<file path="src/rtl/regfile_pkg.sv">
// Shared definitions for engine register banks: CTRL field positions and launch FSM states.
package regfile_pkg;

  localparam int unsigned CTRL_START  = 0;
  localparam int unsigned CTRL_ABORT  = 1;
  localparam int unsigned CTRL_BUSY   = 8;
  localparam int unsigned CTRL_DONE   = 9;
  localparam int unsigned CTRL_ERR    = 10;
  localparam int unsigned CTRL_IRQ_EN = 15;

  typedef enum logic [1:0] {
    IDLE,
    LOAD,
    RUN
  } state_e;

endpackage

</file>
<file path="src/rtl/regfile_launch_fsm.sv">
// Engine launch sequencer: IDLE -> LOAD -> RUN with start/abort pulses and DONE/ERR set strobes.
module regfile_launch_fsm
  import regfile_pkg::*;
(
  input  logic clk,
  input  logic rst,
  input  logic start_req,
  input  logic abort_req,
  input  logic done_i,
  output logic load,
  output logic start_o,
  output logic abort_o,
  output logic busy_o,
  output logic done_set,
  output logic err_set
);

  state_e state;

  assign load     = (state == LOAD);
  assign done_set = (state == RUN) && done_i;
  assign err_set  = start_req && (state != IDLE);

  // A completion arriving together with an abort is treated as a normal finish.
  always_ff @(posedge clk or posedge rst) begin
    if (rst) begin
      state   <= IDLE;
      start_o <= 1'b0;
      abort_o <= 1'b0;
      busy_o  <= 1'b0;
    end else begin
      start_o <= 1'b0;
      abort_o <= 1'b0;
      case (state)
        IDLE: begin
          if (start_req) state <= LOAD;
        end
        LOAD: begin
          state   <= RUN;
          start_o <= 1'b1;
          busy_o  <= 1'b1;
        end
        RUN: begin
          if (done_i) begin
            state  <= IDLE;
            busy_o <= 1'b0;
          end else if (abort_req) begin
            state   <= IDLE;
            abort_o <= 1'b1;
            busy_o  <= 1'b0;
          end
        end
        default: begin
          state  <= IDLE;
          busy_o <= 1'b0;
        end
      endcase
    end
  end

endmodule

</file>
<file path="src/rtl/regfile_bank_shadow.sv">
// Double-buffered config/status register bank: host writes staging, START copies staging into
// cfg_active and launches the engine; offset 0 is CTRL with sticky W1C DONE/ERR and an interrupt.
module regfile_bank_shadow
  import regfile_pkg::*;
#(
  parameter int unsigned            N_REGS    = 16,
  parameter int unsigned            ADDR_W    = 14,
  parameter int unsigned            DATA_W    = 16,
  parameter logic [ADDR_W-1:0]      BASE_ADDR = 14'h300,
  parameter logic [N_REGS-1:0]      RW_MASK   = 16'hFFFE
) (
  input  logic                       clk,
  input  logic                       rst,
  input  logic                       wr_en,
  input  logic                       rd_en,
  input  logic [ADDR_W-1:0]          addr,
  input  logic [DATA_W-1:0]          write_data,
  output logic [DATA_W-1:0]          read_data,
  output logic                       read_valid,
  output logic [N_REGS*DATA_W-1:0]   cfg_active,
  input  logic [N_REGS*DATA_W-1:0]   sts_in,
  output logic                       start_o,
  output logic                       abort_o,
  output logic                       busy_o,
  input  logic                       done_i,
  output logic                       irq_o
);

  localparam int unsigned OFF_W = $clog2(N_REGS);

  logic [ADDR_W:0]       addr_x, lo, hi;
  logic                  hit;
  logic [OFF_W-1:0]      off;
  logic                  ctrl_wr, rw_wr, ro_wr;
  logic                  start_req, abort_req;
  logic                  load, done_set, err_set;
  logic                  done_q, err_q, irq_en;
  logic [DATA_W-1:0]     ctrl_val, rd_val;
  logic [DATA_W-1:0]     staging [N_REGS];

  assign addr_x = {1'b0, addr};
  assign lo     = {1'b0, BASE_ADDR};
  assign hi     = lo + (ADDR_W+1)'(N_REGS);
  assign hit    = (addr_x >= lo) && (addr_x < hi);
  assign off    = OFF_W'(addr - BASE_ADDR);

  assign ctrl_wr = wr_en && hit && (off == '0);
  assign rw_wr   = wr_en && hit && (off != '0) && RW_MASK[off];
  assign ro_wr   = wr_en && hit && (off != '0) && !RW_MASK[off];

  // ABORT in the same write suppresses START entirely, so it can never raise ERR.
  assign start_req = ctrl_wr && write_data[CTRL_START] && !write_data[CTRL_ABORT];
  assign abort_req = ctrl_wr && write_data[CTRL_ABORT];

  regfile_launch_fsm u_fsm (
    .clk       (clk),
    .rst       (rst),
    .start_req (start_req),
    .abort_req (abort_req),
    .done_i    (done_i),
    .load      (load),
    .start_o   (start_o),
    .abort_o   (abort_o),
    .busy_o    (busy_o),
    .done_set  (done_set),
    .err_set   (err_set)
  );

  always_comb begin
    ctrl_val              = '0;
    ctrl_val[CTRL_BUSY]   = busy_o;
    ctrl_val[CTRL_DONE]   = done_q;
    ctrl_val[CTRL_ERR]    = err_q;
    ctrl_val[CTRL_IRQ_EN] = irq_en;
  end

  always_comb begin
    rd_val = '0;
    if (off == '0)        rd_val = ctrl_val;
    else if (RW_MASK[off]) rd_val = staging[off];
    else                  rd_val = sts_in[int'(off)*DATA_W +: DATA_W];
  end

  always_ff @(posedge clk or posedge rst) begin
    if (rst) begin
      for (int unsigned i = 0; i < N_REGS; i++) staging[i] <= '0;
      cfg_active <= '0;
      done_q     <= 1'b0;
      err_q      <= 1'b0;
      irq_en     <= 1'b0;
      irq_o      <= 1'b0;
      read_data  <= '0;
      read_valid <= 1'b0;
    end else begin
      if (rw_wr) staging[off] <= write_data;
      if (load) begin
        for (int unsigned i = 1; i < N_REGS; i++) begin
          if (RW_MASK[i]) cfg_active[i*DATA_W +: DATA_W] <= staging[i];
        end
      end
      // Sticky flags: a set in the same cycle as a W1C clear wins.
      done_q <= done_set | (done_q & ~(ctrl_wr & write_data[CTRL_DONE]));
      err_q  <= err_set | ro_wr | (err_q & ~(ctrl_wr & write_data[CTRL_ERR]));
      if (ctrl_wr) irq_en <= write_data[CTRL_IRQ_EN];
      irq_o      <= irq_en & done_q;
      read_valid <= rd_en && hit;
      if (rd_en && hit) read_data <= rd_val;
    end
  end

endmodule
</file>
<file path="config.mk">
export PLATFORM = sky130hd
export DESIGN_NAME = regfile_bank_shadow
export DESIGN_NICKNAME = d
export VERILOG_FILES = /design/src/rtl/regfile_pkg.sv /design/src/rtl/regfile_launch_fsm.sv /design/src/rtl/regfile_bank_shadow.sv
export SDC_FILE = /design/constraint.sdc
export NUM_CORES = 1
export LEC_CHECK = 0
export BUFFER_PORTS_ARGS = -buffer_cell sky130_fd_sc_hd__buf_2
export CORE_AREA = 2 2 220 222
export DETAILED_ROUTE_END_ITERATION = 10
export DIE_AREA = 0 0 222 224
export GPL_TIMING_DRIVEN = 1
export PLACE_DENSITY = 0.8
export SLEW_MARGIN = 0
export SYNTH_ARGS = -nofsm -noshare
export SYNTH_HDL_FRONTEND = slang
export SYNTH_HIERARCHICAL = 1
export SYNTH_SLANG_ARGS = --single-unit
</file>
<file path="constraint.sdc">
create_clock -name clk -period 27.9 [get_ports clk]
set_clock_uncertainty 0.2 [all_clocks]
set_input_delay 5.58 -clock clk [delete_from_list [all_inputs] [get_ports clk]]
set_output_delay 5.58 -clock clk [all_outputs]
set_load 0.05 [all_outputs]
</file>
# Word level (Yosys, flattened, before mapping)
# Memories as Yosys holds them, arrays and structs flattened.
# Cells that the tools add are included.
dict set report word_totals {
  output_inout_bits 277
  in_bits 291
  rom_bits 16
  mem_count 1
  elab_cells 92
  reg_bits 522
}
# name words width read_ports rd_clocked_by_memory_dff write_ports line_no
set memory_table {}
lappend memory_table {{(name not given)} 16 1 1 0 0 regfile_bank_shadow.sv:80} ;# else if (RW_MASK[off]) rd_val = staging[off];
dict set report op_classes {
  n_bitwise 12
  shifts 1
  mux 20
  n_reduce_logical 21
  n_eq_ne 4
  order_cmp 5
  addsub 1
}
# operator n
set ops {}
lappend ops {{bitwise mux 256 bit} 1}
lappend ops {{variable part select 256 x 9 -> 16 bit} 1}
lappend ops {{two-way mux 16 bit} 5}
lappend ops {{binary-select mux 16 bit (select 4 bit)} 1}
lappend ops {{demux 16 bit (select 4 bit)} 1}
lappend ops {{>= comparator 14 x 10 -> 1 bit (second input constant)} 1}
lappend ops {{< comparator 14 x 10 -> 1 bit (second input constant)} 1}
lappend ops {{logical AND 1 bit} 13}
lappend ops {{two-way mux 1 bit} 7}
lappend ops {{two-way mux 2 bit} 3}
lappend ops {{one-hot mux 2 bit (3 select lines)} 1}
lappend ops {{bitwise AND 1 bit} 5}
lappend ops {{>= comparator 5 bit (second input constant)} 1}
lappend ops {{< comparator 4 x 5 -> 1 bit (second input constant)} 1}
lappend ops {{< comparator 5 x 1 -> 1 bit (second input constant)} 1}
lappend ops {{NOT 4 -> 5 bit} 1}
lappend ops {{zero test 4 bit} 1}
lappend ops {{AND reduction 2 bit} 2}
lappend ops {{nonzero test 4 bit} 1}
lappend ops {{subtractor 4 x 1 -> 4 bit (second input constant)} 1}
lappend ops {{inequality test 3 bit (second input constant)} 1}
lappend ops {{NOT 1 bit} 3}
lappend ops {{bitwise OR 1 bit} 3}
lappend ops {{one-hot mux 1 bit (3 select lines)} 1}
lappend ops {{6 further kinds} 7}

# Depth between registers and ports, before layout
# Gate-level depths: netlist of the first run.
dict set report logic_depth {
  word_depth 9
  mapped_depth 8
  ltp_nobuf 7
}

# Cells and area by module
# Netlist of the first run, hierarchy kept.
# mod seq_area_each_um2 cells_per_inst n_inst area_each_um2
set modules_own_cells {}
lappend modules_own_cells {regfile_bank_shadow 12537.0 1337 1 20893.8}
lappend modules_own_cells {regfile_launch_fsm 125.1 16 1 202.7}

# Worst setup path after synthesis of the first run
# Ideal clock, no wire load.
dict set report synth_path {
  kind {input-to-reg}
  from {in addr[10]}
  to {reg u_fsm.state[1]}
  t_required_ns 27.573
  arrival_time_ns 7.267
  slack_ns 20.305
  stages 7
  n_path_buf 1
  setup_ns 0.127
  path_cell_list {and4bb_2 -> nand3_4 -> buf_4 -> nor4_1 -> and2_1 -> nor4b_1 -> or2_2}
}
dict set report synth_via {
  elab_cells_between_ends 11
  cone_classes {order compare (2); eq/ne (2); reduce/logical (7)}
}
# element line_no
set synth_lines {}
lappend synth_lines {{start: declaration} regfile_bank_shadow.sv:16} ;# input logic [ADDR_W-1:0] addr,
lappend synth_lines {{>= comparator 14 x 10 -> 1 bit or < comparator 14 x 10 -> 1 bit (tied branches)} regfile_bank_shadow.sv:44} ;# assign hit = (addr_x >= lo) && (addr_x < hi);
lappend synth_lines {{logical AND 1 bit (*)} regfile_bank_shadow.sv:44}
lappend synth_lines {{logical AND 1 bit (*) (2 in a row)} regfile_bank_shadow.sv:47} ;# assign ctrl_wr = wr_en && hit && (off == '0);
lappend synth_lines {{logical AND 1 bit (*)} regfile_bank_shadow.sv:53} ;# assign abort_req = ctrl_wr && write_data[CTRL_ABORT];
lappend synth_lines {{named net abort_req} regfile_bank_shadow.sv:35} ;# logic start_req, abort_req;
lappend synth_lines {{inequality test 3 bit (no source line) (*)} -}
lappend synth_lines {{AND reduction 2 bit (no source line) (*)} -}
lappend synth_lines {{end signal: assignment} regfile_launch_fsm.sv:45} ;# state <= IDLE;
lappend synth_lines {{end signal: assignment} regfile_launch_fsm.sv:48} ;# state <= IDLE;
lappend synth_lines {{end signal: assignment} regfile_launch_fsm.sv:54} ;# state <= IDLE;
lappend synth_lines {{end: declaration} regfile_launch_fsm.sv:18} ;# state_e state;
# Mark *: on every way through the listed nets, which the timed path passes. The rest lies on a longest branch.
# A chain may end at the register's enable or synchronous reset.

# Final worst setup path of the first run
dict set report layout_path {
  from {in addr[1]}
  to {reg staging[137] (netlist name)}
}
dict set report layout_via {
  elab_chain_len 7
  elab_cells_between_ends 17
  cone_classes {add/sub (1); order compare (4); mux (4); bitwise (1); reduce/logical (6); memory (1)}
}
# element line_no
set layout_lines {}
lappend layout_lines {{subtractor 4 x 1 -> 4 bit} regfile_bank_shadow.sv:45} ;# assign off = OFF_W'(addr - BASE_ADDR);
lappend layout_lines {{NOT 4 -> 5 bit (not written as such)} regfile_bank_shadow.sv:95} ;# if (rw_wr) staging[off] <= write_data;
lappend layout_lines {{>= comparator 5 bit (not written as such) or < comparator 5 x 1 -> 1 bit (tied branches)} regfile_bank_shadow.sv:95}
lappend layout_lines {{logical AND 1 bit (not written as such)} regfile_bank_shadow.sv:95}
lappend layout_lines {{two-way mux 16 bit (not written as such)} regfile_bank_shadow.sv:95}
lappend layout_lines {{demux 16 bit (select 4 bit)} regfile_bank_shadow.sv:95}
lappend layout_lines {{bitwise mux 256 bit} regfile_bank_shadow.sv:95}
lappend layout_lines {{end signal: indexed assignment} regfile_bank_shadow.sv:95}
lappend layout_lines {{end: declaration} regfile_bank_shadow.sv:39} ;# logic [DATA_W-1:0] staging [N_REGS];
# Parallel ways exist; a longest one is shown, timed or not. The select of a mux whose other input is x is not followed.

==> flow_metrics.env, run 1 <==
export IMPL_min_from="read_data[2]$_DFFE_PP0P_"
export IMPL_rrSetupSlack_ns=24.68
export IMPL_holdPathEnd="read_data[2]$_DFFE_PP0P_"
export IMPL_drtIter0Drc=775
export IMPL_p_total_mw=1.51
export IMPL_core_region_area_um2=47300
export IMPL_wl_mm=53.9
export IMPL_grt_pass1_wl_mm=82.0
export IMPL_post_cts_buffers=0
export IMPL_cts_hold_buffers_added=0
export IMPL_netlist_area_leader_share_pct=60.0
export IMPL_die_h_um=224
export IMPL_fin_cells=2291
export IMPL_pwr_share_seq_pct=48.8
export IMPL_slowest_delay_ns=0.94
export IMPL_post_place_cells=2192
export IMPL_post_dp_hpwl_mm=36.8
export IMPL_ant_nets=0
export IMPL_antenna_found_initial=8
export IMPL_drc_errors=0
export IMPL_max_freq_mhz=121
export IMPL_synth_cell_type_count=40
export IMPL_clock_latency_ns=0.59
export IMPL_crit_slowest_cell="nor3_4"
export IMPL_min_period_ns=8.28
export IMPL_yosysWarnings=38
export IMPL_internal_power_mw=1.18
export IMPL_ys_seq_area_share_pct=60.0
export IMPL_viasPerCell=5.47
export IMPL_synth_enable_flop_cells=0
export IMPL_synth_top_flop_cell="dfrtp_1"
export IMPL_ys_top_cells_by_count="mux2_2, dfrtp_1, clkbuf_1"
export IMPL_setup_ws_ns=19.62
export IMPL_cts_tree="done"
export IMPL_r2r_cells=4
export IMPL_io_pins=568
export IMPL_crit_chain="buf_2, buf_4, nand2_1, nor3_4, mux2_2"
export IMPL_die_x_um=222
export IMPL_start_util_pct=44.6
export IMPL_place_ws_ns=19.05
export IMPL_wire_per_inst_um=23.5
export IMPL_ys_seq_elements=506
export IMPL_cts_buffers=52
export IMPL_finalHoldViolCount=0
export IMPL_cts_sinks=506
export IMPL_synth_avg_cell_area_um2=15.6
export IMPL_synth_async_sr_flop_share_pct=100
export IMPL_min_path_cells=2
export IMPL_slew_headroom_pct=25.6
export IMPL_p_switching_mw=0.330
export IMPL_clk_pin_slew_ns=0.06
export IMPL_combPwrFrac_pct=3.3
export IMPL_cp_data_required_time_ns=28.16
export IMPL_clkPwrFrac_pct=47.9
export IMPL_area_growth_pct=18.0
export IMPL_regToRegStartpoint="u_fsm/state[0]$_DFFE_PP0P_"
export IMPL_fin_tns_setup_ns=0
export IMPL_synth_cells=1353
export IMPL_yosys_area_top_type="dfrtp_1"
export IMPL_p_leak_nw=13.1
export IMPL_cts_resized=0
export IMPL_r2r_end="cfg_active[43]$_DFFE_PP0P_"
export IMPL_synth_area_leaders="dfrtp_1, mux2_2, mux4_2"
export IMPL_switching_share_pct=21.9
export IMPL_synthMostInstantiatedCell="mux2_2"
export IMPL_power_density_nw_per_um2=60.5
export IMPL_drive_gt1_share_pct=59.1
export IMPL_arrival_ns=8.55
export IMPL_fin_nets=1922
export IMPL_ir_drop_mv=0.0425
export IMPL_clockBufferDepth=3
export IMPL_drtPass1Iterations=4
export IMPL_clockRootBuffer="clkbuf_16"
export IMPL_overflow=0
export IMPL_dieArea_um2=49700
export IMPL_crit_path_start_kind="input port"
export IMPL_fin_crit_sh_pct=29.7
export IMPL_grt_max_degree=167
export IMPL_cp_max_fo=35
export IMPL_grt_setup_unrepaired="no"
export IMPL_syn_area_um2=21100
export IMPL_track_usage_pct=21.7
export IMPL_std_cell_rows=80
export IMPL_slew_viol_final=0
export IMPL_outcome="completed"
export IMPL_setup_viol=0
export IMPL_maxCapViolCount=0
export IMPL_numPortBuffers=295
export IMPL_first_global_vias=12800
export IMPL_hp_class="reg2reg"
export IMPL_worstSetupEndpointType="flip-flop"
export IMPL_worstMarginPinSlew_ns=1.11
export IMPL_vias=12500
export IMPL_gp_congestion=0.766
export IMPL_path_class="in2reg"
export IMPL_htree_num_levels=2
## how the worst max path moves through the flow
stage	depth (start not counted)	to	slack [ns]	start
2_1_floorplan	1	cfg_active[100]$_DFFE_PP0P_	8.13	rst
3_3_place_gp	5	staging[131]$_DFFE_PP0P_	19.08	addr[1]
3_5_place_dp	5	staging[132]$_DFFE_PP0P_	19.05	addr[1]
4_1_cts	5	staging[137]$_DFFE_PP0P_	19.68	addr[1]
5_1_grt	4	cfg_active[176]$_DFFE_PP0P_	19.55	rst
6_report	5	staging[137]$_DFFE_PP0P_	19.62	addr[1]
## final cells by class
class / instances / area [um2]
diodes: 5 / 12.5
clock buffers: 76 / 1560
clock inverters: 18 / 224
fillers: 3861 / 22400
inverters: 9 / 41.3
multi-input cells: 744 / 7960
flip-flops and latches: 506 / 12700
well taps: 615 / 769
repair buffers: 318 / 1660
## cell families (layout without fill, tap and decap cells)
family                 count (synthesis)  count (layout)  share of synthesized area [%]
multiplexers                         565             565                           31.6
flip-flops                           506             506                           60.0
AO/OA/AOI/OAI                         88              88                           3.04
AND/OR/NAND/NOR                       75              75                           2.69
buffers and inverters                118             421                           2.63
other                                  1              21                         0.0178
## state kept, by name (all words and copies together), names as in the netlist
| name | flops |
|---|---|
| irq_en | 1 |
| u_fsm/abort_o | 1 |
| u_fsm/start_o | 1 |
| u_fsm/state | 2 |
| err_q | 1 |
| cfg_active | 240 |
| read_valid | 1 |
| irq_o | 1 |
| u_fsm/busy_o | 1 |
| done_q | 1 |
| staging | 240 |
| read_data | 16 |
## cells in the final DEF, fill, tap and decap left out, types with 15 or more instances in the layout
cell	instances
buf_2	294
dfrtp_1	506
mux4_2	28
a221oi_1	20
o22ai_1	16
nand2_1	20
buf_4	23
conb_1	16
clkbuf_8	15
clkbuf_16	53
mux2_2	529
## critical path: cells and delay by family
family        cells  cell delay, ns
simple gates      2            1.35
mux               1            0.43
buf+inv           2            1.13
## power by group through the flow
stage	Combinational, mW	Sequential, mW	Clock, mW
final	0.0501	0.735	0.722
after CTS	0.0511	0.735	0.736
after floorplan	0.0338	0.750	0
after detailed placement	0.0510	0.749	0
after global placement	0.0498	0.748	0
after global routing	0.0550	0.735	0.766
## metal layers
layer,up-vias,wire (um),GRT usage (%),share of wire (%)
li1,5494,-,-,-
met1,6613,24300,30.0,45
met2,350,24900,33.7,46
met3,73,3430,5.42,6.4
met4,0,1340,7.35,2.5
met5,-,0,0,0
## metrics by stage
step                      utilization (%)  hold slack [ns]  cell area [um2]
final                                52.6            0.274            24900
after detailed placement             48.8            0.274            23100
after global routing                 52.6            0.304            24900
after global placement               48.8            0.268            23100
after floorplan                         -            0.268            21200
after CTS                            52.6            0.279            24900
No activity file was read; power rests on OpenSTA's default activity.
==> run 2, diff against run 1 <==
--- a/config.mk
+++ b/config.mk
@@ -6,11 +6,11 @@
 export NUM_CORES = 1
 export LEC_CHECK = 0
 export BUFFER_PORTS_ARGS = -buffer_cell sky130_fd_sc_hd__buf_2
-export CORE_AREA = 2 2 220 222
+export CORE_AREA = 2 2 219 221
 export DETAILED_ROUTE_END_ITERATION = 10
-export DIE_AREA = 0 0 222 224
+export DIE_AREA = 0 0 221 223
 export GPL_TIMING_DRIVEN = 1
-export PLACE_DENSITY = 0.8
+export PLACE_DENSITY = 0.84
 export SLEW_MARGIN = 0
 export SYNTH_ARGS = -nofsm -noshare
 export SYNTH_HDL_FRONTEND = slang
==> constraint.sdc (replaced) <==
create_clock -name clk -period 7.2 [get_ports clk]
set_clock_uncertainty 0.2 [all_clocks]
set_input_delay 1.44 -clock clk [delete_from_list [all_inputs] [get_ports clk]]
set_output_delay 1.44 -clock clk [all_outputs]
set_load 0.05 [all_outputs]
==> flow_metrics.env, run 2 (same netlist as run 1, synthesis figures left out) <==
export IMPL_worstMarginPinSlew_ns=1.15
export IMPL_clockBufferDepth=3
export IMPL_internal_power_mw=4.52
export IMPL_slew_headroom_pct=22.9
export IMPL_post_dp_hpwl_mm=37.2
export IMPL_numPortBuffers=295
export IMPL_grt_pass1_wl_mm=83.8
export IMPL_finalHoldViolCount=0
export IMPL_cp_max_fo=52
export IMPL_first_global_vias=13500
export IMPL_viasPerCell=5.52
export IMPL_io_pins=568
export IMPL_cts_sinks=506
export IMPL_final_cell_mix="mux2_2, dfrtp_1, buf_2"
export IMPL_track_usage_pct=22.1
export IMPL_cts_hold_buffers_added=0
export IMPL_multi_input_area_um2=7960
export IMPL_cp_data_required_time_ns=7.44
export IMPL_top_layer_used="met4"
export IMPL_grt_max_degree=176
export IMPL_switching_share_pct=22.2
export IMPL_fin_crit_sh_pct=53.3
export IMPL_holdWs_ns=0.284
export IMPL_slew_viol_final=0
export IMPL_regArea_um2=12700
export IMPL_ant_nets=0
export IMPL_path_class="in2reg"
export IMPL_ir_drop_mv=0.192
export IMPL_crit_slowest_cell="buf_4"
export IMPL_core_region_area_um2=47100
export IMPL_die_x_um=221
export IMPL_drtIter0Drc=710
export IMPL_antenna_found_initial=7
export IMPL_clock_latency_ns=0.58
export IMPL_max_freq_mhz=260
export IMPL_setup_viol=0
export IMPL_wl_mm=54.8
export IMPL_crit_path_start_kind="input port"
export IMPL_pwr_share_seq_pct=49.0
export IMPL_dieArea_um2=49300
export IMPL_path_common_cell="buf_4"
export IMPL_route_met3_wl_mm=3.13
export IMPL_arrival_ns=4.08
export IMPL_p_total_mw=5.81
export IMPL_std_cell_rows=80
export IMPL_combPwrFrac_pct=3.4
export IMPL_vias=12700
export IMPL_grt_setup_unrepaired="no"
export IMPL_p_leak_nw=13.1
export IMPL_wl_met2_mm=26.0
export IMPL_cts_resized=0
export IMPL_wl_met1_mm=24.1
export IMPL_drive_gt1_share_pct=59.2
export IMPL_maxCapViolCount=0
export IMPL_slowest_delay_ns=0.76
export IMPL_overflow=0
export IMPL_start_util_pct=44.7
export IMPL_fin_nets=1925
export IMPL_cts_buffers=51
export IMPL_clockRootBuffer="clkbuf_16"
export IMPL_min_period_ns=3.84
export IMPL_p_switching_mw=1.29
export IMPL_nFillCells=3810
export IMPL_die_h_um=223
export IMPL_power_density_nw_per_um2=233
export IMPL_hp_class="reg2reg"
export IMPL_drc_errors=0
export IMPL_clkPwrFrac_pct=47.6
export IMPL_final_common_cell="mux2_2"
export IMPL_cts_tree="done"
export IMPL_crit_chain="buf_4, buf_4, mux2_2, a221oi_1, o31a_1, o21ai_0"
export IMPL_drtPass1Iterations=7
export IMPL_outcome="completed"
export IMPL_htree_num_levels=2
export IMPL_gp_congestion=0.790
export IMPL_worstSetupEndpointType="flip-flop"
export IMPL_reg_top3="cfg_active (240), staging (240), read_data (16)"
export IMPL_wire_per_inst_um=23.9
export IMPL_area_growth_pct=18.1
export IMPL_clk_pin_slew_ns=0.06
export IMPL_post_cts_buffers=0
run 2: changes by cell type in the layout (fill, tap and decap cells not counted), sizes merged:
cell | previous run | this run
buf | 318 | 322
bufinv | 5 | 6
clkbuf | 76 | 67
clkinv | 10 | 16
clkinvlp | 2 | 5
inv | 10 | 9
run 2: area by class of cell:
cell class                 instances  share of cell area [%]
sequential                       506                    50.8
antenna                            5                  0.0502
multi-input combinational        744                    32.0
clock buffer                      67                    5.81
tap                              615                    3.09
clock inverter                    27                    1.23
timing repair buffer             322                    6.90
inverter                           9                   0.151
run 2: routing by layer:
| layer | vias up | GRT usage [%] |
|---|---|---|
| met3 | 73 | 5.08 |
| met5 | - | 0 |
| met4 | 0 | 7.51 |
| met1 | 6762 | 30.3 |
| li1 | 5493 | - |
| met2 | 339 | 35.0 |
run 2: path summary, 6_finish.rpt:
check	from	end	slack (ns)	cells after the start
max	addr[0]	read_data[14]$_DFFE_PP0P_	3.36	6
min	read_data[6]$_DFFE_PP0P_	read_data[6]$_DFFE_PP0P_	0.28	2
max reg2reg	u_fsm/state[0]$_DFFE_PP0P_	cfg_active[180]$_DFFE_PP0P_	4.53	4
min reg2reg	read_data[6]$_DFFE_PP0P_	read_data[6]$_DFFE_PP0P_	0.28	2
max in group asynchronous	rst	cfg_active[77]$_DFFE_PP0P_	4.51	3
min in group asynchronous	rst	u_fsm/abort_o$_DFF_PP0_	0.61	2
run 2: power groups by stage:
stage          combinational (mW)  sequential, mW  clock (mW)
3_5_place_dp                0.200            2.90           0
6_report                    0.196            2.85        2.76
5_1_grt                     0.216            2.85        2.93
3_3_place_gp                0.194            2.90           0
2_1_floorplan               0.131            2.91           0
4_1_cts                     0.200            2.85        2.82
run 2: worst max-delay path, delay by kind of cell:
family | cells | cell delay (ns)
compound gates | 3 | 0.76
buf+inv | 2 | 1.39
mux | 1 | 0.41
run 2: per-stage QoR:
stage                     instances  setup slack [ns]  TNS (ns)  util (%)  area, um2
after global placement         2196              2.77         0      49.1      23100
final                          2295              3.36         0      52.9      24900
after global routing           2294              3.26         0      52.8      24900
after CTS                      2290              3.38         0      52.8      24900
after detailed placement       2196              2.75         0      49.1      23100
after floorplan                1368             -1.24   -620.47         -      21200
